### src/rtl/crc32_stream_engine.sv
// Streaming CRC-32 engine: accumulates a CRC over framed beats of DATA_W bits,
// then presents the finalised CRC plus a residue (FCS good) flag per frame.
module crc32_stream_engine #(
    parameter int          DATA_W      = 32,
    parameter logic [31:0] POLY        = 32'h04C11DB7,
    parameter logic [31:0] INIT        = 32'hFFFFFFFF,
    parameter logic [31:0] XOR_OUT     = 32'hFFFFFFFF,
    parameter bit          REFLECT_IN  = 1'b1,
    parameter bit          REFLECT_OUT = 1'b1,
    parameter logic [31:0] RESIDUE     = 32'hC704DD7B
) (
    input  logic                  clk,
    input  logic                  rst,
    input  logic                  s_valid,
    output logic                  s_ready,
    input  logic [DATA_W-1:0]     s_data,
    input  logic                  s_sop,
    input  logic                  s_eop,
    input  logic [DATA_W/8-1:0]   s_keep,
    output logic                  m_valid,
    input  logic                  m_ready,
    output logic [31:0]           m_crc,
    output logic                  m_crc_ok,
    output logic                  sop_err
);

    localparam int NB = DATA_W / 8;

    typedef enum logic [1:0] {
        ST_IDLE   = 2'd0,
        ST_ACTIVE = 2'd1,
        ST_FINAL  = 2'd2
    } state_t;

    state_t      state_q, state_d;
    logic [31:0] crc_q, crc_d;
    logic        m_valid_q, m_valid_d;
    logic [31:0] m_crc_q, m_crc_d;
    logic        m_crc_ok_q, m_crc_ok_d;
    logic        sop_err_q, sop_err_d;

    logic [31:0] keep_ext;
    logic [31:0] nbytes;
    logic [31:0] crc_seed;
    logic [31:0] crc_chain [NB+1];
    logic        accept;

    // One byte through the serial LFSR: shift left, feedback = reg[31] ^ data bit.
    function automatic logic [31:0] byte_step(input logic [31:0] c, input logic [7:0] b);
        logic [31:0] r;
        logic        fb;
        r = c;
        for (int k = 0; k < 8; k++) begin
            fb = r[31] ^ (REFLECT_IN ? b[k] : b[7-k]);
            r  = {r[30:0], 1'b0} ^ (fb ? POLY : 32'h0);
        end
        return r;
    endfunction

    function automatic logic [31:0] bitrev32(input logic [31:0] v);
        logic [31:0] r;
        for (int k = 0; k < 32; k++) begin
            r[k] = v[31-k];
        end
        return r;
    endfunction

    // Input stalls only while an unconsumed result is pending.
    assign s_ready  = !(m_valid_q && !m_ready);
    assign accept   = s_valid && s_ready;

    // Bytes to process this beat: full beat unless eop, where keep is clamped to NB.
    assign keep_ext = 32'(s_keep);
    assign nbytes   = !s_eop ? 32'(NB) : ((keep_ext > 32'(NB)) ? 32'(NB) : keep_ext);

    // A start-of-frame beat always restarts from INIT, whatever state we are in.
    assign crc_seed     = s_sop ? INIT : crc_q;
    assign crc_chain[0] = crc_seed;

    // Combinational unroll: byte 0 sits in the top byte lane and is processed first.
    for (genvar gi = 0; gi < NB; gi++) begin : g_byte
        assign crc_chain[gi+1] = (32'(gi) < nbytes)
                               ? byte_step(crc_chain[gi], s_data[DATA_W-1-8*gi -: 8])
                               : crc_chain[gi];
    end

    // Next-state logic: result finalisation, beat acceptance and framing errors.
    always_comb begin
        state_d    = state_q;
        crc_d      = crc_q;
        m_valid_d  = m_valid_q;
        m_crc_d    = m_crc_q;
        m_crc_ok_d = m_crc_ok_q;
        sop_err_d  = sop_err_q;

        if (m_valid_q && m_ready) begin
            m_valid_d = 1'b0;
        end

        // FINAL waits until the output slot is free (same condition as s_ready),
        // so a new result can load on the edge the old one is consumed.
        if (state_q == ST_FINAL && s_ready) begin
            m_valid_d  = 1'b1;
            m_crc_d    = (REFLECT_OUT ? bitrev32(crc_q) : crc_q) ^ XOR_OUT;
            m_crc_ok_d = (crc_q == RESIDUE);
            crc_d      = INIT;
            state_d    = ST_IDLE;
        end

        if (accept) begin
            if (state_q == ST_ACTIVE) begin
                // sop inside a frame is an error but still restarts the frame.
                if (s_sop) begin
                    sop_err_d = 1'b1;
                end
                crc_d   = crc_chain[NB];
                state_d = s_eop ? ST_FINAL : ST_ACTIVE;
            end else if (s_sop) begin
                crc_d   = crc_chain[NB];
                state_d = s_eop ? ST_FINAL : ST_ACTIVE;
            end else begin
                // Stray beat outside a frame: dropped.
                sop_err_d = 1'b1;
            end
        end
    end

    // State and output registers with asynchronous reset.
    always_ff @(posedge clk or posedge rst) begin
        if (rst) begin
            state_q    <= ST_IDLE;
            crc_q      <= INIT;
            m_valid_q  <= 1'b0;
            m_crc_q    <= 32'h0;
            m_crc_ok_q <= 1'b0;
            sop_err_q  <= 1'b0;
        end else begin
            state_q    <= state_d;
            crc_q      <= crc_d;
            m_valid_q  <= m_valid_d;
            m_crc_q    <= m_crc_d;
            m_crc_ok_q <= m_crc_ok_d;
            sop_err_q  <= sop_err_d;
        end
    end

    assign m_valid  = m_valid_q;
    assign m_crc    = m_crc_q;
    assign m_crc_ok = m_crc_ok_q;
    assign sop_err  = sop_err_q;

endmodule

### config.mk
export PLATFORM = sky130hd
export DESIGN_NAME = crc32_stream_engine
export DESIGN_NICKNAME = d
export VERILOG_FILES = /design/src/rtl/crc32_stream_engine.sv
export SDC_FILE = /design/constraint.sdc
export NUM_CORES = 1
export LEC_CHECK = 0
export ABC_AREA = 1
export CORE_ASPECT_RATIO = 0.5
export CORE_MARGIN = 2
export CORE_UTILIZATION = 25
export DETAILED_ROUTE_END_ITERATION = 6
export HOLD_SLACK_MARGIN = 0.06
export PLACE_DENSITY = 0.44
export RECOVER_POWER = 50
export SKIP_CTS_REPAIR_TIMING = 1
export SYNTH_ARGS = -nofsm -noshare
export SYNTH_HDL_FRONTEND = slang
export SYNTH_SLANG_ARGS = --single-unit
### constraint.sdc
create_clock -name clk -period 4.1 [get_ports clk]
set_clock_uncertainty 0.15 [all_clocks]
set_input_delay 0.615 -clock clk [delete_from_list [all_inputs] [get_ports clk]]
set_output_delay 0.615 -clock clk [all_outputs]
set_load 0.1 [all_outputs]
==> results_dict.tcl, run 1 <==
set metrics [dict create \
    finalSetupViolCount 0 \
    critPathKind "input pin to flop" \
    max_freq_ghz 0.2454 \
    final_cell_mix "489 x nand2_1, 440 x buf_4, 184 x nand2_2" \
    ys_ff_latch 69 \
    worst_path_max_delay_cell "nor2_4" \
    cts-root-buf "clkbuf_16" \
    h-tree-depth 3 \
    ioPinCount 78 \
    synthArstFlopShare_pct 100.0 \
    tightest_slew_ns 0.9910 \
    track_usage_pct 24.84 \
    rsz0062_at_grt "true" \
    placed_area_mm2 0.01442 \
    arrival_ns 4.19 \
    die_w_um 286.0 \
    syn_area_mm2 0.009941 \
    regArea_mm2 0.001767 \
    synth_fp_nets 1794 \
    dp_cells 2725 \
    drtPass1Iterations 5 \
    drt-total-wl_um 55470 \
    crit_path_max_incr_delay_ns 0.20 \
    die_h_um 145 \
    antenna_found_initial 0 \
    layout_min_cycle_time_ns 4.074 \
    n_antenna_cell 0 \
    antenna_left 0 \
    drt_iter0_markers 1376 \
    status "completed" \
    vias 13600 \
    worstHoldPathType "flop to flop" \
    multi_input_comb_area_mm2 0.01017 \
    syn_avg_cell_area_um2 5.677 \
    crit_buf_inv 8 \
    synth.distinct_cells 54 \
    synth_cells 1751 \
    cp_common_cell "nand2_2" \
    dieArea_mm2 0.04147 \
    vias_per_cell 4.832 \
    nets 2323 \
    initial_core_util_pct 25.45 \
    stdcell_area_mm2 0.01839 \
    placementRows 51 \
    num-fill-cells 4040 \
    clock-sinks 69 \
    cts_buffers 9 \
    yosysSeqAreaShare_pct 17.77 \
    r2r_slack_ns 0.03 \
    yosys_warnings 0 \
    synth_flop_cell "dfrtp_1" \
    max_slew_margin_pct 33.72 \
    drive_above_1_share_pct 50.07 \
    io_buffers 77 \
    path_delay_family "simple AND/OR/NAND/NOR gates" \
    wl_per_cell_um 19.71 \
    hold_violations 0 \
    cts_tree "built" \
    place_congestion 0.9491 \
    instances_no_fill 2815 \
    period_share_pct 99.37 \
    grt_overflow_total 0 \
    cp.required_ns 4.22 \
    area_delta_synth_final_pct 84.96 \
    grt_pass1_wl_um 77110 \
    maxCapViolations 0 \
    clkSlewWorstSetupHoldPaths_ns 0.05 \
    drc 0 \
    crit_fanout 7 \
    synth_edf_count 0 \
    whs_ns 0.3323 \
    coreArea_mm2 0.03905 \
    dp_hpwl_um 44500 \
    grt_max_degree 68 \
    grt_pass1_vias 11650 \
    critPathCaptureType "flop" \
    clk_latency_ns 0.34 \
    clk_path_buf_depth 2 \
    final_common_cell "nand2_1" \
    worstSetupStartpointType "input pin" \
    drv_slew 0 \
]
cell type report:
cell class	count	area share [%]
Clock buffer	11	1.266
Clock inverter	5	0.4083
Inverter	163	3.593
Multi-Input combinational cell	1474	55.29
Sequential cell	69	9.609
Tap cell	530	3.607
Timing Repair Buffer	562	26.17
Timing Repair inverter	1	0.06125
kinds of logic after synthesis:
group                      share of synthesized area, %
and+or+nand+nor                                   57.57
muxes                                            0.1007
xor gates and xnor gates                          8.282
buffers and inverters                             8.622
DFF                                               17.77
adders and majority gates                        0.1258
AOI/OAI and AO/OA                                 7.527
cell usage after synthesis, types with 10 or more instances:
master      n  share of area, %
nand2_1   704                27
nand3_1   289                15
inv_1     149               5.6
nor2_1     78               2.9
nand2_2    77               4.8
o21ai_0    73               3.7
xor2_1     63               5.6
dfrtp_1    37               9.3
a21oi_1    33               1.7
dfstp_2    32               8.5
nand3_2    29               2.9
clkbuf_1   21              0.79
nand2_4    19               2.2
xnor2_1    18               1.6
inv_2      12              0.45
o21ai_1    12              0.60
buf_2      11              0.55
or2_2      10              0.63
worst min-delay path: stages (launching register included):
cell	delay (ns)
dfrtp_1	0.34
nand2_1	0.05
o21ai_0	0.06
sequential cells by signal, summed over array words and instances, names as in the netlist, named ones only:
register  cells
m_crc_ok      1
sop_err       1
crc_q        32
state_q       1
m_crc        32
m_valid       1
path summary, 6_finish.rpt:
check | start | endpoint | cells past startpoint
max | s_sop | crc_q[10] | 37
max reg2reg | crc_q[31] | crc_q[11] | 32
min in group asynchronous | rst | sop_err | 2
min | m_crc[19] | m_crc[19] | 2
max in group asynchronous | rst | m_crc[1] | 3
min reg2reg | m_crc[19] | m_crc[19] | 2
per-layer routing:
layer	share of wire, %	global-route usage (%)	routed length [µm]	vias up
li1	-	-	-	6661
met3	7.2	2.752	4008	34
met4	1.2	3.377	668	0
met2	41	33.50	22580	471
met1	51	41.42	28220	6437
met5	0	0	0	-
through the flow:
stage               utilization, %  worst slack (ns)  TNS (ns)
finish                       47.08           0.02565         0
global route                 47.08           -0.1769    -3.002
CTS                          37.70           -0.4419    -9.555
detailed placement           36.92           -0.7775    -20.30
global placement             36.92           -0.7550    -19.97
floorplan                        -            0.5269         0
Power of run 1 is not shown: default switching activity piles up to over one toggle a cycle in this logic, so the estimate is an artifact.
==> run 2: changes to the inputs <==
Settings changed: CORE_MARGIN 2 to unset.
Clock period 4.1 ns to 4.3 ns, I/O delays scaled along.
==> run 2 against run 1 <==
Largest cell class unchanged. Register-to-register slack better by 0.19 ns. Design area is 8.1% lower. The run now ends with max-capacitance violations, max-slew violations left. Global-route usage is 0.63 points higher. Critical path depth is 2 lower. Setup slack better by 0.076 ns. Clock-buffer cell count is 2 higher. Via count is 1.6% lower. Wire length is 2.7% lower.
==> results_dict.tcl, run 2 (same netlist as run 1, synthesis figures left out) <==
set metrics [dict create \
    grt_pass1_vias 11640 \
    antenna_left 0 \
    vias_per_cell 4.843 \
    placementRows 51 \
    final_common_cell "nand2_1" \
    cts_buffers 9 \
    area_delta_synth_final_pct 70.06 \
    violations "max-capacitance violations, max-slew violations" \
    place_congestion 0.9572 \
    grt_overflow_total 0 \
    dieArea_mm2 0.04061 \
    critPathCaptureType "flop" \
    initial_core_util_pct 25.45 \
    vias 13390 \
    num-fill-cells 4164 \
    worstSetupStartpointType "input pin" \
    path_delay_family "simple AND/OR/NAND/NOR gates" \
    cp_common_cell "nand2_4" \
    r2r_slack_ns 0.22 \
    finalSetupViolCount 0 \
    drc 0 \
    status "complete, but fails checks" \
    crit_buf_inv 9 \
    grt_max_degree 68 \
    drt-total-wl_um 53980 \
    stdcell_area_mm2 0.01691 \
    drv_slew 68 \
    antenna_found_initial 0 \
    drt_iter0_markers 1177 \
    coreArea_mm2 0.03905 \
    crit_fanout 7 \
    h-tree-depth 3 \
    max_freq_ghz 0.2382 \
    tightest_slew_ns 2.306 \
    setup_tns_ns 0 \
    grt_pass1_wl_um 75580 \
    placed_area_mm2 0.01411 \
    io_buffers 77 \
    n_antenna_cell 0 \
    ioPinCount 78 \
    final_util_pct 43.29 \
    clock-sinks 69 \
    hold_violations 0 \
    die_w_um 284.0 \
    nets 2272 \
    clk_path_buf_depth 2 \
    cts_tree "built" \
    cts-root-buf "clkbuf_16" \
    crit_path_max_incr_delay_ns 0.20 \
    period_share_pct 97.64 \
    cp.required_ns 4.44 \
    drtPass1Iterations 5 \
    track_usage_pct 25.47 \
    max_slew_margin_pct -53.74 \
    worst_path_max_delay_cell "nor2_4" \
    worstHoldPathType "flop to flop" \
    arrival_ns 4.34 \
    clk_latency_ns 0.35 \
    wl_per_cell_um 19.53 \
    clkSlewWorstSetupHoldPaths_ns 0.06 \
    rsz0062_at_grt "true" \
    critPathKind "input pin to flop" \
    final_cell_mix "568 x nand2_1, 413 x buf_4, 192 x nand3_1" \
    drive_above_1_share_pct 42.17 \
    die_h_um 143 \
    dp_hpwl_um 44120 \
    layout_min_cycle_time_ns 4.198 \
    maxCapViolations 2 \
]
## run 2: metrics by stage
| stage | instances | hold slack, ns | setup slack, ns |
|---|---|---|---|
| 6_report | 2764 | 0.3292 | 0.1015 |
| 5_1_grt | 2764 | 0.3559 | -0.07505 |
| 4_1_cts | 2709 | 0.3384 | -0.3378 |
| 3_5_place_dp | 2693 | 0.3220 | -0.6794 |
| 3_3_place_gp | 2693 | 0.3173 | -0.6339 |
| 2_1_floorplan | 1751 | 0.3070 | 0.6969 |
## run 2: worst min-delay path, cell delays in order (launching register included)
cell and delay [ns]:
dfrtp_1 0.34, nand2_1 0.05, o21ai_0 0.05
## run 2: final cells by class
class	instances	area [µm²]	area share, %
inverter	163	639.4	3.782
multi-input combinational	1473	9206	54.46
clock buffer	13	260.3	1.539
timing repair buffer	513	4300	25.44
clock inverter	3	68.82	0.4071
tap	530	663.1	3.923
sequential	69	1767	10.45
## run 2: path summary, 6_finish.rpt
kind	depth (start not counted)	endpoint	start
setup / recovery	35	crc_q[23]	s_sop
setup reg to reg	26	crc_q[21]	crc_q[31]
max in group asynchronous	3	m_crc[6]	rst
hold / removal	2	m_crc[28]	m_crc[28]
hold reg to reg	2	m_crc[28]	m_crc[28]
min in group asynchronous	2	async pin	rst
## run 2: routing by layer
layer | wire length, µm | GRT usage (%)
met1 | 27510 | 39.98
met3 | 4416 | 5.256
met4 | 829 | 6.197
met2 | 21220 | 34.05
met5 | 0 | 0
Power of run 2 is left out for the same reason.
